`src/rtl/sseg_scan_ctrl_if.sv`:
```
`default_nettype none
//=============================================================================
// Module      : sseg_scan_ctrl_if
// Description : Write port for the per-digit hex value registers of the
//               seven-segment scan controller.
//                 wr_en   - write strobe, sampled on the controller clock
//                 wr_addr - digit index (0 = rightmost)
//                 wr_data - 4-bit hex value to store
//               master drives the port, slave (the controller) receives it.
// Revision    : 1.0 - initial release
//=============================================================================
interface sseg_scan_ctrl_if;
   logic       wr_en;
   logic [2:0] wr_addr;
   logic [3:0] wr_data;

   modport master (output wr_en, output wr_addr, output wr_data);
   modport slave  (input  wr_en, input  wr_addr, input  wr_data);
endinterface
`default_nettype wire

```
`src/rtl/sseg_scan_ctrl.sv`:
```
`default_nettype none
//=============================================================================
// Module      : sseg_scan_ctrl
// Description : Time-multiplexed scan controller for a common-anode
//               seven-segment display. Each digit is lit for CLK_DIV cycles,
//               separated by GUARD all-off cycles to prevent ghosting.
//               Per-digit blanking, decimal points and optional leading-zero
//               suppression are applied when a slot starts.
// Ports       : clk, rst_n  - clock, asynchronous active-low reset
//               wr          - digit value write port (slave modport)
//               dp_mask     - 1 = decimal point lit for that digit
//               blank_mask  - 1 = digit forced dark
//               lz_suppress - 1 = blank leading zeros
//               sseg        - segments {dp,g,f,e,d,c,b,a}, active-low
//               en          - digit enables, active-low
//               digit_idx   - digit owning the current scan slot
//               frame_tick  - one-cycle pulse when the scan wraps to digit 0
// Revision    : 1.0 - initial release
//=============================================================================
module sseg_scan_ctrl #(
   parameter int CLK_DIV = 67000,
   parameter int GUARD   = 16,
   parameter int DIGITS  = 6
) (
   input  wire logic              clk,
   input  wire logic              rst_n,
   sseg_scan_ctrl_if.slave        wr,
   input  wire logic [DIGITS-1:0] dp_mask,
   input  wire logic [DIGITS-1:0] blank_mask,
   input  wire logic              lz_suppress,
   output logic      [7:0]        sseg,
   output logic      [DIGITS-1:0] en,
   output logic      [2:0]        digit_idx,
   output logic                   frame_tick
);

   // One counter serves both states, so it must hold the longer duration.
   localparam int c_CNT_MAX = (CLK_DIV > GUARD) ? CLK_DIV : GUARD;
   localparam int c_CNT_W   = (c_CNT_MAX > 1) ? $clog2(c_CNT_MAX) : 1;

   localparam logic [c_CNT_W-1:0] c_SHOW_LAST  = c_CNT_W'(CLK_DIV - 1);
   localparam logic [c_CNT_W-1:0] c_GUARD_LAST = c_CNT_W'(GUARD - 1);
   localparam logic [2:0]         c_IDX_LAST   = 3'(DIGITS - 1);

   typedef enum logic [0:0] {
      ST_GUARD = 1'b0,
      ST_SHOW  = 1'b1
   } state_t;

   // ------------------------------------------------------------------
   // Registers
   // ------------------------------------------------------------------
   logic [3:0]         r_digit [DIGITS];
   state_t             r_state;
   logic [c_CNT_W-1:0] r_cnt;
   logic [7:0]         r_sseg;
   logic [DIGITS-1:0]  r_en;
   logic [2:0]         r_digit_idx;
   logic               r_frame_tick;

   // ------------------------------------------------------------------
   // Next-state wires
   // ------------------------------------------------------------------
   state_t             w_state_nxt;
   logic [c_CNT_W-1:0] w_cnt_nxt;
   logic [7:0]         w_sseg_nxt;
   logic [DIGITS-1:0]  w_en_nxt;
   logic [2:0]         w_idx_nxt;
   logic               w_tick_nxt;

   // Slot content for the digit currently selected by r_digit_idx
   logic [3:0]         w_cur_val;
   logic               w_cur_dark;
   logic               w_cur_dp;
   logic [7:0]         w_show_sseg;
   logic [DIGITS-1:0]  w_show_en;

   // w_dark[i] = digit i is dark by blanking or leading-zero suppression
   logic [DIGITS-1:0]  w_dark;
   // w_upper_zero[i] = digits i..DIGITS-1 all hold zero
   logic [DIGITS:1]    w_upper_zero;

   // ------------------------------------------------------------------
   // Hex to segment decode, active-low g..a with dp (bit 7) off
   // ------------------------------------------------------------------
   function automatic logic [7:0] f_decode(input logic [3:0] val);
      logic [7:0] seg;
      case (val)
         4'h0:    seg = 8'hC0;
         4'h1:    seg = 8'hF9;
         4'h2:    seg = 8'hA4;
         4'h3:    seg = 8'hB0;
         4'h4:    seg = 8'h99;
         4'h5:    seg = 8'h92;
         4'h6:    seg = 8'h82;
         4'h7:    seg = 8'hF8;
         4'h8:    seg = 8'h80;
         4'h9:    seg = 8'h90;
         4'hA:    seg = 8'h88;
         4'hB:    seg = 8'h83;
         4'hC:    seg = 8'hC6;
         4'hD:    seg = 8'hA1;
         4'hE:    seg = 8'h86;
         default: seg = 8'h8E;
      endcase
      return seg;
   endfunction

   // ------------------------------------------------------------------
   // Digit value registers. Addresses without a matching digit never
   // match the loop compare and are therefore ignored.
   // ------------------------------------------------------------------
   always_ff @(posedge clk or negedge rst_n) begin
      if (!rst_n) begin
         for (int i = 0; i < DIGITS; i++) begin
            r_digit[i] <= 4'd0;
         end
      end else if (wr.wr_en) begin
         for (int i = 0; i < DIGITS; i++) begin
            if (wr.wr_addr == 3'(i)) begin
               r_digit[i] <= wr.wr_data;
            end
         end
      end
   end

   // ------------------------------------------------------------------
   // Darkness per digit. The leading-zero chain runs from the most
   // significant digit downward; digit 0 only honours blank_mask so a
   // value of all zeros still shows a single "0".
   // ------------------------------------------------------------------
   assign w_upper_zero[DIGITS] = 1'b1;

   for (genvar gi = 0; gi < DIGITS; gi++) begin : g_dark
      if (gi == 0) begin : g_lsd
         assign w_dark[gi] = blank_mask[gi];
      end else begin : g_upper
         assign w_upper_zero[gi] = (r_digit[gi] == 4'd0) && w_upper_zero[gi+1];
         assign w_dark[gi]       = blank_mask[gi] | (lz_suppress & w_upper_zero[gi]);
      end
   end

   // ------------------------------------------------------------------
   // Pattern for the digit about to be shown
   // ------------------------------------------------------------------
   always_comb begin
      w_cur_val  = 4'd0;
      w_cur_dark = 1'b1;
      w_cur_dp   = 1'b0;
      w_show_en  = '1;
      for (int i = 0; i < DIGITS; i++) begin
         if (r_digit_idx == 3'(i)) begin
            w_cur_val  = r_digit[i];
            w_cur_dark = w_dark[i];
            w_cur_dp   = dp_mask[i];
            w_show_en[i] = w_dark[i];
         end
      end

      if (w_cur_dark) begin
         w_show_sseg = 8'hFF;
      end else begin
         w_show_sseg = f_decode(w_cur_val);
         if (w_cur_dp) begin
            w_show_sseg[7] = 1'b0;
         end
      end
   end

   // ------------------------------------------------------------------
   // Scan FSM: state register
   // ------------------------------------------------------------------
   always_ff @(posedge clk or negedge rst_n) begin
      if (!rst_n) begin
         r_state      <= ST_GUARD;
         r_cnt        <= '0;
         r_sseg       <= 8'hFF;
         r_en         <= '1;
         r_digit_idx  <= 3'd0;
         r_frame_tick <= 1'b0;
      end else begin
         r_state      <= w_state_nxt;
         r_cnt        <= w_cnt_nxt;
         r_sseg       <= w_sseg_nxt;
         r_en         <= w_en_nxt;
         r_digit_idx  <= w_idx_nxt;
         r_frame_tick <= w_tick_nxt;
      end
   end

   // ------------------------------------------------------------------
   // Scan FSM: next state and registered outputs. The slot pattern is
   // captured on the GUARD->SHOW edge and then held, so writes or mask
   // changes mid-slot never tear the visible digit.
   // ------------------------------------------------------------------
   always_comb begin
      w_state_nxt = r_state;
      w_cnt_nxt   = r_cnt + c_CNT_W'(1);
      w_sseg_nxt  = r_sseg;
      w_en_nxt    = r_en;
      w_idx_nxt   = r_digit_idx;
      w_tick_nxt  = 1'b0;

      case (r_state)
         ST_GUARD: begin
            if (r_cnt == c_GUARD_LAST) begin
               w_state_nxt = ST_SHOW;
               w_cnt_nxt   = '0;
               w_sseg_nxt  = w_show_sseg;
               w_en_nxt    = w_show_en;
            end
         end
         ST_SHOW: begin
            if (r_cnt == c_SHOW_LAST) begin
               w_state_nxt = ST_GUARD;
               w_cnt_nxt   = '0;
               w_sseg_nxt  = 8'hFF;
               w_en_nxt    = '1;
               if (r_digit_idx == c_IDX_LAST) begin
                  w_idx_nxt  = 3'd0;
                  w_tick_nxt = 1'b1;
               end else begin
                  w_idx_nxt  = r_digit_idx + 3'd1;
               end
            end
         end
         default: begin
            w_state_nxt = ST_GUARD;
            w_cnt_nxt   = '0;
            w_sseg_nxt  = 8'hFF;
            w_en_nxt    = '1;
         end
      endcase
   end

   assign sseg       = r_sseg;
   assign en         = r_en;
   assign digit_idx  = r_digit_idx;
   assign frame_tick = r_frame_tick;

endmodule
`default_nettype wire

```
`src/flat_wrapper.sv`:
```
// flat-port wrapper written by rule: the top's interface ports become plain ports
module sseg_scan_ctrl_flat 
#(
   parameter int CLK_DIV = 67000,
   parameter int GUARD   = 16,
   parameter int DIGITS  = 6
)
  (clk, rst_n, dp_mask, blank_mask, lz_suppress, sseg, en, digit_idx, frame_tick, wr_wr_en, wr_wr_addr, wr_wr_data);
  sseg_scan_ctrl_if wr_i ();
  input  wire logic clk;
  input  wire logic rst_n;
  input  wire logic [DIGITS-1:0] dp_mask;
  input  wire logic [DIGITS-1:0] blank_mask;
  input  wire logic lz_suppress;
  output logic      [7:0] sseg;
  output logic      [DIGITS-1:0] en;
  output logic      [2:0] digit_idx;
  output logic frame_tick;
  input wire logic [$bits(wr_i.wr_en)-1:0] wr_wr_en;
  input wire logic [$bits(wr_i.wr_addr)-1:0] wr_wr_addr;
  input wire logic [$bits(wr_i.wr_data)-1:0] wr_wr_data;
  assign wr_i.wr_en = wr_wr_en;
  assign wr_i.wr_addr = wr_wr_addr;
  assign wr_i.wr_data = wr_wr_data;
  sseg_scan_ctrl #(.CLK_DIV(CLK_DIV), .GUARD(GUARD), .DIGITS(DIGITS)) u_core (.clk(clk), .rst_n(rst_n), .wr(wr_i), .dp_mask(dp_mask), .blank_mask(blank_mask), .lz_suppress(lz_suppress), .sseg(sseg), .en(en), .digit_idx(digit_idx), .frame_tick(frame_tick));
endmodule
```
`config.mk`:
```
export PLATFORM = sky130hd
export DESIGN_NAME = sseg_scan_ctrl_flat
export DESIGN_NICKNAME = d
export VERILOG_FILES = /design/src/rtl/sseg_scan_ctrl_if.sv /design/src/rtl/sseg_scan_ctrl.sv /design/src/flat_wrapper.sv
export SDC_FILE = /design/constraint.sdc
export NUM_CORES = 1
export LEC_CHECK = 0
export BUFFER_PORTS_ARGS = -buffer_cell sky130_fd_sc_hd__buf_2
export CORE_MARGIN = 3
export CORE_UTILIZATION = 40
export CTS_BUF_LIST = sky130_fd_sc_hd__clkbuf_16
export CTS_CLUSTER_SIZE = 30
export DETAILED_ROUTE_END_ITERATION = 10
export GPL_TIMING_DRIVEN = 0
export PLACE_DENSITY = 0.62
export SLEW_MARGIN = 10
export SYNTH_ARGS = -nofsm -noshare
export SYNTH_HDL_FRONTEND = slang
export SYNTH_SLANG_ARGS = --single-unit
```
`constraint.sdc`:
```
create_clock -name clk -period 6.82 [get_ports clk]
set_input_delay 0.682 -clock clk [delete_from_list [all_inputs] [get_ports clk]]
set_output_delay 0.682 -clock clk [all_outputs]
set_load 0.01 [all_outputs]
```
======== Word-level counts from Yosys, hierarchy flattened ========
Memory sizes are Yosys's and may differ from the RTL's.
Cells that the tools add are included.
Widths: inputs -> output; s select.
storage, ports and cells
  register bits ........................... 60
  memory bits (read-only) ................. 112
  input port bits ......................... 23
  output and inout bits ................... 18
  word-level logic and storage cells ...... 100
  memories ................................ 1
cells by class
  add/subtract/negate cells ............... 2
  eq/ne operators ......................... 14
  multiplexer cells ....................... 41
  bitwise operators ....................... 11
  reduce and logical (&&, ||, !) cells .... 19
memories
  name             depth  width  read ports  clocked after memory_dff  wr ports  line                  source
  (no name shown)  16     7      1           0                         0         sseg_scan_ctrl.sv:88  case (val)
operators by type and width
  cell                   count
  $mux 17                2
  $pmux 17 s2            1
  $mux 4                 6
  $mux 8                 3
  $mux 1                 23
  $logic_not 4->1        5
  $add 17x1->17 const B  1
  $eq 17x17->1 const B   1
  $eq 17x4->1 const B    1
  $pmux 8 s2             1
  $reduce_and 2->1       8
  $eq 3x2->1 const B     4
  $eq 3x3->1 const B     4
  $mux 6                 2
  $pmux 6 s2             1
  $eq 3x1->1 const B     2
  $logic_not 3->1        2
  $and 1x1->1            5
  $or 1x1->1             5
  $logic_and 1x1->1      4
  $add 3x1->3 const B    1
  $mux 3                 1
  $ne 2x1->1 const B     1
  $ne 2x2->1 const B     1
  other kinds (2)        2

======== Depth between registers and ports, before layout ========
Gate-level depths: netlist (run 1).
  depth after elaboration ................. 15
  mapped depth ............................ 13
  gate-level depth less buffers ........... 9

======== Worst setup path before layout (run 1) ========
Ideal clock, no wire load.
  path kind ............................... register to register
  start point ............................. register u_core.r_digit_idx[0] (netlist: u_core.digit_idx[0])
  end point ............................... register u_core.r_sseg[3] (netlist: u_core.sseg[3])
  library setup time ...................... 80 ps
  data arrival time ....................... 3,133 ps
  data required time ...................... 6,740 ps
  slack ................................... 3,607 ps
  stages on the path, launching flop included .. 14
  path buffers ............................ 4
  clock period less this slack ............ 3,213 ps
  path through ............................ dfrtp_1 buf_2 buf_2 buf_1 and2_1 ha_1 clkbuf_1 nor2_1 a311oi_1 inv_1 ha_1 mux4_2 inv_1 a21oi_1
on the way
  word-level cells in the longest chain between the ends .. 11
  elaborated cells on any way between the ends .. 22
  classes of those cells .................. eq/ne (5); mux (15); reduce/logical (1); memory (1)
RTL lines
  element                 line                   source
  start, declared         sseg_scan_ctrl.sv:58   logic [2:0] r_digit_idx;
  start signal, assigned  sseg_scan_ctrl.sv:186  r_digit_idx <= w_idx_nxt;
  $logic_not 3->1         sseg_scan_ctrl.sv:152  if (r_digit_idx == 3'(i)) begin
  $mux 4 (6 in a row)     sseg_scan_ctrl.sv:152
  $mem_v2 16x7            n/a
  $mux 8 *                sseg_scan_ctrl.sv:160  if (w_cur_dark) begin
  $mux 8 *                sseg_scan_ctrl.sv:206  if (r_cnt == c_GUARD_LAST) begin
  $pmux 8 s2 *            sseg_scan_ctrl.sv:204  case (r_state)
  end signal, assigned    sseg_scan_ctrl.sv:184  r_sseg <= w_sseg_nxt;
  end, declared           sseg_scan_ctrl.sv:56   logic [7:0] r_sseg;
Every way passes the cells marked *; elsewhere a longest branch is shown, timed or not. The select of a mux whose other input is x is not followed.
A chain may end at the register's enable or synchronous reset.

======== Final worst setup path (run 1) ========
Same ends and word-level chain as after synthesis.

==> results of run 1 <==
## routing by layer
layer  share of wire [%]  GRT usage, %
met2                  48          29.5
met4                 2.5          7.48
met3                 4.2          4.34
met5                   0             0
met1                  45          21.8
## layout make-up
class,count,area (sq um)
timing repair buffer,40,203
buffer,16,98.8
sequential,60,1520
fill,756,3980
inverter,13,48.8
clock inverter,7,35.0
clock buffer,9,225
tap,102,128
multi-input combinational,226,1620
## synth_stat cells, types with 7 or more instances
library cell / number / area share, %
nor3_1: 12 / 1.8
inv_1: 13 / 1.5
buf_2: 7 / 1.1
nor2_1: 32 / 3.7
and3_1: 12 / 2.3
dfstp_2: 14 / 11
o21ai_0: 13 / 2.0
mux2_2: 23 / 7.9
nand3_1: 8 / 1.2
mux2i_1: 13 / 4.0
dfrtp_1: 46 / 35
nand2_1: 19 / 2.2
a21oi_1: 16 / 2.4
xnor2_1: 12 / 3.2
nor4_1: 7 / 1.3
ha_1: 7 / 2.7
## sequential cells by signal (all words and copies together), names as in the netlist
name / flops
u_core.sseg: 8
u_core.en: 6
u_core.frame_tick: 1
u_core.digit_idx: 3
u_core.r_cnt: 17
u_core.r_digit: 24
u_core.r_state: 1
## stage by stage
stage	instance area (sq um)	hold WS [ns]	setup slack, ns	instances	util (%)
3_5_place_dp	3610	0.483	3.04	457	46.0
3_3_place_gp	3610	0.479	3.05	457	46.0
2_1_floorplan	3280	0.386	3.61	315	-
5_1_grt	3870	0.479	2.80	473	49.3
4_1_cts	3870	0.458	3.02	473	49.3
6_report	3870	0.425	3.06	473	49.3
## report_power, final
group,leakage [nW],switching [W],internal [W]
clock,0.134,0.000156,0.000240
combinational,0.849,0.0000805,0.0000753
sequential,0.729,0.0000273,0.000402
total,1.71,0.000263,0.000717
## cells by family after synthesis
logic type               after synthesis  synth area share (%)
flip-flops                            60                  46.3
multiplexers                          37                  12.5
AO/OA/AOI/OAI                         49                  10.1
XOR/XNOR                              16                  4.27
AND/OR/NAND/NOR                      117                  19.6
buffers and inverters                 29                  4.50
adder cells (fa/ha/maj)                7                  2.67
## worst max-delay path by stage
stage,endpoint,cells past startpoint,from
after floorplan,u_core.sseg[3],13,u_core.digit_idx[0]
after global placement,u_core.sseg[3],13,u_core.digit_idx[0]
after detailed placement,u_core.sseg[3],13,u_core.digit_idx[0]
after CTS,u_core.sseg[3],13,u_core.digit_idx[0]
after global routing,u_core.sseg[3],13,u_core.digit_idx[0]
final,u_core.sseg[3],13,u_core.digit_idx[0]
==> impl_metrics.toml, run 1 <==
[outcome]
run_status = "finished, final reports clean"

[clocking]
post_cts_buffers = 0
cts.sinks = 60
cts_buffer_depth = 2
cts_made_buffers = 9
htreeDepth = 3
ctsResizeCount = 0
insertion_delay_ns = 0.33
clockRootBuffer = "clkbuf_16"
path_clk_slew_ns = 0.05
postCtsHoldBufs = 0
cts_tree = "built"

[routing]
ant_nets = 0
vias = 2495
drt-wirelength-per-cell_um = 15.9
dr.pass1.iters = 5
dr.first_iter.drc_count = 129
routed_wl_um = 7530
via_per_inst = 5.27
drc = 0

[worst_setup_path]
r2r_slack_ns = 3.06
critPathArrivalTime_ns = 4.01
cp_slowest_cell = "a311oi_1"
regToRegStartpoint = "u_core.digit_idx[0]"
r2r-end = "u_core.sseg[3]"
max_stage_delay_ns = 0.66
critPathBufInv = 6
critical_path_class = "flop to flop"
endpoint_kind = "flop"
critPathLaunchType = "flop"
cp_max_fo = 10
crit_family = "buffers and inverters"
worstPathRequired_ns = 7.07
worstRegToRegCells = 13
path_cells = "buf_2, buf_2, buf_1, and2_1, ha_1, clkbuf_1, nor2_1, a311oi_1, inv_1, ha_1, mux4_2, inv_1, a21oi_1"

[global_route]
antenna_found_initial = 0
grt_start_max_net_pins = 61
first_global_vias = 2559
grt_overflow_total = 0
grt_pass1_wl_um = 12500
track_usage_pct = 17.7

[sta]
rsz0062_at_grt = "false"
period_share_pct = 55.2
slew_headroom_pct = 48.1
finClkSkew_ns = 0.00620
setup_tns_ns = 0
min_period_ns = 3.76
fmax_mhz = 266
hold_viol = 0
slew_violations = 0
setup_viol = 0
worst_slew_pin_slew_ns = 0.774

[hold_path]
hp-class = "input pin to asynchronous set/reset pin"

[floorplanning]
fp.dieW_um = 96.6
dieArea_sq_mm = 0.00933
initial_core_util_pct = 41.8
rows = 32
ios = 41
fp.coreArea_sq_mm = 0.00785
chipHeight_um = 96.6

[synth]
synth_edf_count = 0
synth.cell_area_sq_mm = 0.00328
syn-mean-instance-area_sq_um = 10.4
ys.flop_type = "dfrtp_1"
seq_area_frac_synth_pct = 46.3
ys_seq_elements = 60
synth_warnings = 0
async_reset_ff_share_pct = 100
syn_inst = 315
synth_fp_nets = 345
yosysUniqueCellTypes = 52

[cells_and_area]
area_growth_syn_to_layout_pct = 18.0
fin_nets = 396
drive_gt1_share_pct = 31.0
diodes = 0
final_cell_mix = "buf_2 (46), dfrtp_1 (46), nor2_1 (32), mux2_2 (23), nand2_1 (19)"

[power]
ir_drop_uv = 187
total_power_w = 0.000980
p_leak_nw = 1.71
power_density_mw_per_mm2 = 253

[placement]
hpwl_um = 5460
port_buffers = 40
place.gp.congestion = 0.854

[job]
maxCapViolations = 0
Note: power is estimated with default switching activity, not from simulation.
==> run 2, diff against run 1 <==
clock period = 3.9 ns   (was 6.82 ns; I/O delays follow)
==> run 2 against run 1 <==
  * Power is 75% higher
  * First-iteration DRC count did not move
  * Routed wire length is 0.32% lower
  * Utilization increased by 0.080 points
  * Count of clock-buffer cells in the layout stayed put
  * Clock power increased by 75%
  * Maximum frequency increased by 4.1%
  * Global-route usage unchanged
==> impl_metrics.toml, run 2 (same netlist as run 1, synthesis figures left out) <==
[routing]
drt-wirelength-per-cell_um = 15.9
drc = 0
dr.first_iter.drc_count = 129
dr.pass1.iters = 5
vias = 2499
via_per_inst = 5.28
ant_nets = 0
routed_wl_um = 7500

[cells_and_area]
fill_cells = 757
largest_reg_flops = 24
layout.cells.non_filler = 473
area_growth_syn_to_layout_pct = 18.2
diodes = 0
drive_gt1_share_pct = 31.3
top_register = "u_core.r_digit"
fin_nets = 396
final_cell_mix = "buf_2 (46), dfrtp_1 (46), nor2_1 (32), mux2_2 (23), nand2_1 (19)"

[sta]
slew_violations = 0
rsz0062_at_grt = "false"
period_share_pct = 92.6
finClkSkew_ns = 0.00612
setup_viol = 0
hold_viol = 0
setup_tns_ns = 0
min_period_ns = 3.61
worst_slew_pin_slew_ns = 0.747
fmax_mhz = 277
whs_ns = 0.133
slew_headroom_pct = 50.2

[placement]
hpwl_um = 5460
port_buffers = 40
dp_cells = 457
place.gp.congestion = 0.854

[worst_setup_path]
startpoint = "u_core.digit_idx[0]"
cp_max_fo = 10
max_stage_delay_ns = 0.52
cp_slowest_cell = "a311oi_2"
worstPathRequired_ns = 4.15
critPathLaunchType = "flop"
critical_path_class = "flop to flop"
path_cells = "buf_2, buf_2, buf_1, and2_1, ha_1, clkbuf_1, nor2_1, a311oi_2, inv_1, ha_1, mux4_2, inv_1, a21oi_1"
regToRegStartpoint = "u_core.digit_idx[0]"
endpoint_kind = "flop"
critPathArrivalTime_ns = 3.86

[floorplanning]
initial_core_util_pct = 41.8
ios = 41
dieArea_sq_mm = 0.00933
fp.dieW_um = 96.6
rows = 32
fp.coreArea_sq_mm = 0.00785
chipHeight_um = 96.6

[global_route]
grt_pass1_wl_um = 12500
grt_overflow_total = 0
grt_start_max_net_pins = 61
track_usage_pct = 17.7
first_global_vias = 2559
antenna_found_initial = 0

[clocking]
insertion_delay_ns = 0.33
cts_buffer_depth = 2
htreeDepth = 3
cts_tree = "built"
post_cts_buffers = 0
cts.sinks = 60
clockRootBuffer = "clkbuf_16"
cts_made_buffers = 9
path_clk_slew_ns = 0.05

[hold_path]
hp-class = "input pin to asynchronous set/reset pin"

[power]
power_density_mw_per_mm2 = 442
ir_drop_uv = 326
p_leak_nw = 1.71

[outcome]
run_status = "finished, final reports clean"

[job]
maxCapViolations = 0
[run 2: cell count changes in the layout (fill, tap and decap cells not counted)]
cell,change
a311oi_2,+1
a311oi_1,-1
[run 2: report_power, final]
group / switching, W / total (W) / internal (W)
registers: 0.0000482 / 0.000751 / 0.000703
clock network: 0.000272 / 0.000691 / 0.000419
logic: 0.000141 / 0.000274 / 0.000133
[run 2: per-stage QoR]
stage | worst slack (ns) | util, % | power (W) | area (sq um)
5_1_grt | 0.0629 | 49.4 | 0.00180 | 3880
6_report | 0.287 | 49.4 | 0.00172 | 3880
3_3_place_gp | 0.131 | 46.0 | 0.00102 | 3610
4_1_cts | 0.102 | 49.3 | 0.00173 | 3870
3_5_place_dp | 0.120 | 46.0 | 0.00103 | 3610
2_1_floorplan | 0.687 | - | 0.000936 | 3280
[run 2: area by class of cell]
type / instances / area, sq um / area share [%]
clock buffers: 9 / 225 / 5.81
flip-flops and latches: 60 / 1520 / 39.2
clock inverters: 7 / 35.0 / 0.903
plain buffers: 16 / 98.8 / 2.55
repair buffers: 40 / 203 / 5.23
multi-input cells: 226 / 1620 / 41.8
well taps: 102 / 128 / 3.29
inverters: 13 / 48.8 / 1.26
[run 2: what timing repair did]
| item | 4_1_cts | 5_1_grt |
|---|---|---|
| gates resized for setup | 0 | 1 |
| hold buffers | 0 | 0 |
| setup endpoints to repair | 0 | 2 |
[run 2: final timing paths]
check	cells past startpoint	to	slack (ns)
max	13	u_core.sseg[3]	0.29
min	1	u_core.r_cnt[11]	0.13
max reg2reg	13	u_core.sseg[3]	0.29
min reg2reg	1	u_core.r_cnt[0]	0.48
max in group asynchronous	1	u_core.r_digit[21]	3.27
min in group clk	3	u_core.r_digit[16]	0.37
[run 2: worst max-delay path: cells and delay by family, from the launching register on]
kind / cells / cell delay [ns]
flip-flops: 1 / 0.34
AO/OA/AOI/OAI: 2 / 0.58
AND/OR/NAND/NOR: 2 / 0.40
buffers and inverters: 6 / 1.34
adder cells (fa/ha/maj): 2 / 0.41
multiplexers: 1 / 0.48
[run 2: layer usage]
layer / vias to the layer above / GRT usage (%) / part of all wire [%]
met1: 1200 / 21.8 / 45
met3: 17 / 4.34 / 4.1
met4: 0 / 7.48 / 2.5
met5: - / 0 / 0
met2: 55 / 29.5 / 48
li1: 1227 / - / -
==> run 3, diff against run 2 <==
CORE_UTILIZATION = 58   (was 40)
PLACE_DENSITY = 0.83   (was 0.62)
==> run 3 against run 2 <==
  * Final cell count fell by 6.6%
  * Via count rose by 6.0%
  * Worst setup slack got worse by 0.025 ns
  * Combinational power rose by 7%
  * Non-clock buffer count rose by 1
  * Power rose by 4.1%
  * Routed wire length rose by 2.5%
  * Critical path depth did not move
  * Maximum frequency fell by 0.68%
  * Global-route usage rose by 7.8 points
  * Clock power rose by 6.9%
  * Register-to-register slack got worse by 0.02 ns
  * Critical path type unchanged
  * Largest cell class unchanged
==> impl_metrics.toml, run 3 (same netlist as run 1, synthesis figures left out) <==
[sta]
min_period_ns = 3.64
period_share_pct = 93.3
setup_viol = 0
slew_violations = 0
finClkSkew_ns = 0.00831
whs_ns = 0.0374
fmax_mhz = 275
rsz0062_at_grt = "false"
hold_viol = 0
worst_slew_pin_slew_ns = 0.672
setup_tns_ns = 0
slew_headroom_pct = 54.8

[cells_and_area]
post-route-util_pct = 73.5
diodes = 0
drive_gt1_share_pct = 30.6
area_growth_syn_to_layout_pct = 18.8
top_register = "u_core.r_digit"
final_cell_mix = "buf_2 (47), dfrtp_1 (46), nor2_1 (32), mux2_2 (23), nand2_1 (19)"
fin_nets = 397
mostFrequentLayoutCell = "buf_2"
largest_reg_flops = 24

[floorplanning]
ios = 41
dieArea_sq_mm = 0.00660
rows = 26
initial_core_util_pct = 61.9
chipHeight_um = 81.2
fp.coreArea_sq_mm = 0.00530
fp.dieW_um = 81.2

[clocking]
path_clk_slew_ns = 0.05
cts_made_buffers = 9
postCtsHoldBufs = 0
post_cts_buffers = 0
htreeDepth = 3
cts.sinks = 60
clockRootBuffer = "clkbuf_16"
ctsResizeCount = 0
insertion_delay_ns = 0.33
cts_buffer_depth = 2
cts_tree = "built"

[worst_setup_path]
worstRegToRegCells = 13
cp_max_fo = 10
r2r_slack_ns = 0.26
startpoint = "u_core.digit_idx[0]"
critical_path_class = "flop to flop"
cp_slowest_cell = "mux4_2"
r2r-end = "u_core.sseg[3]"
max_stage_delay_ns = 0.49
regToRegStartpoint = "u_core.digit_idx[0]"
critPathArrivalTime_ns = 3.89
worstPathRequired_ns = 4.15
endpoint_kind = "flop"
critPathLaunchType = "flop"
path_cells = "buf_2, buf_2, buf_1, and2_1, ha_1, clkbuf_1, nor2_1, a311oi_4, inv_1, ha_1, mux4_2, inv_1, a21oi_1"

[power]
power_density_mw_per_mm2 = 459
swShare_pct = 25.9
clkPwrFrac_pct = 41.4
ir_drop_uv = 410
p_leak_nw = 1.74
comb_power_share_pct = 16.3
p_int_w = 0.00132
p_switching_w = 0.000463
seqPwrFrac_pct = 42.3

[routing]
ant_nets = 0
routed_wl_um = 7690
dr.pass1.iters = 4
vias = 2650
drt-wirelength-per-cell_um = 17.4
via_per_inst = 6.00
drc = 0
dr.first_iter.drc_count = 169

[placement]
place.gp.congestion = 0.909
hpwl_um = 5390
port_buffers = 40

[global_route]
grt_overflow_total = 0
track_usage_pct = 25.4
grt_start_max_net_pins = 39
grt_pass1_wl_um = 12700
first_global_vias = 2779
antenna_found_initial = 0

[job]
maxCapViolations = 0

[hold_path]
hp-class = "input pin to asynchronous set/reset pin"

[outcome]
run_status = "finished, final reports clean"
run 3: cell count changes in the layout (fill, tap and decap cells not counted), sizes merged:
cell,change
buf,+1
bufinv,+1
clkinv,-2
clkinvlp,-1
inv,+2
run 3: stage by stage:
stage | setup WS (ns) | instances | power (W) | cell area (sq um)
floorplan | 0.687 | 315 | 0.000936 | 3280
global placement | 0.218 | 425 | 0.00102 | 3570
detailed placement | 0.105 | 426 | 0.00104 | 3590
CTS | 0.0606 | 442 | 0.00178 | 3870
global route | 0.0505 | 442 | 0.00186 | 3900
finish | 0.262 | 442 | 0.00179 | 3900
run 3: final cells by class:
class                      instances  area [sq um]
tap                               70          87.6
multi-input combinational        226          1640
sequential                        60          1520
buffer                            16          98.8
fill                             372          1410
inverter                          13          48.8
timing repair buffer              41           220
clock buffer                       9           225
clock inverter                     7          53.8
run 3: power groups by stage:
stage / logic, W / clock network (W) / registers, W
final: 0.000292 / 0.000739 / 0.000756
after global routing: 0.000320 / 0.000781 / 0.000763
after CTS: 0.000281 / 0.000749 / 0.000752
after detailed placement: 0.000277 / 0 / 0.000759
after global placement: 0.000264 / 0 / 0.000755
after floorplan: 0.000184 / 0 / 0.000752
run 3: worst max-delay path by stage:
| stage | endpoint | cells after the start |
|---|---|---|
| 2_1_floorplan | u_core.sseg[3] | 13 |
| 3_3_place_gp | u_core.sseg[3] | 13 |
| 3_5_place_dp | u_core.sseg[3] | 13 |
| 4_1_cts | u_core.sseg[3] | 13 |
| 5_1_grt | u_core.sseg[6] | 12 |
| 6_report | u_core.sseg[3] | 13 |
run 3: worst max-delay path, delay by kind of cell (launching register included):
kind	cells	cell delay [ns]
simple gates	2	0.46
fa+ha+maj	2	0.41
compound gates	2	0.48
flops	1	0.36
buf+inv	6	1.36
mux	1	0.49
run 3: layer usage:
metal	up-vias	routed length, um	global-route usage [%]
met1	1281	3190	29.6
met2	120	3860	43.8
li1	1231	-	-
met4	0	165	9.80
met3	18	485	7.87
met5	-	0	0
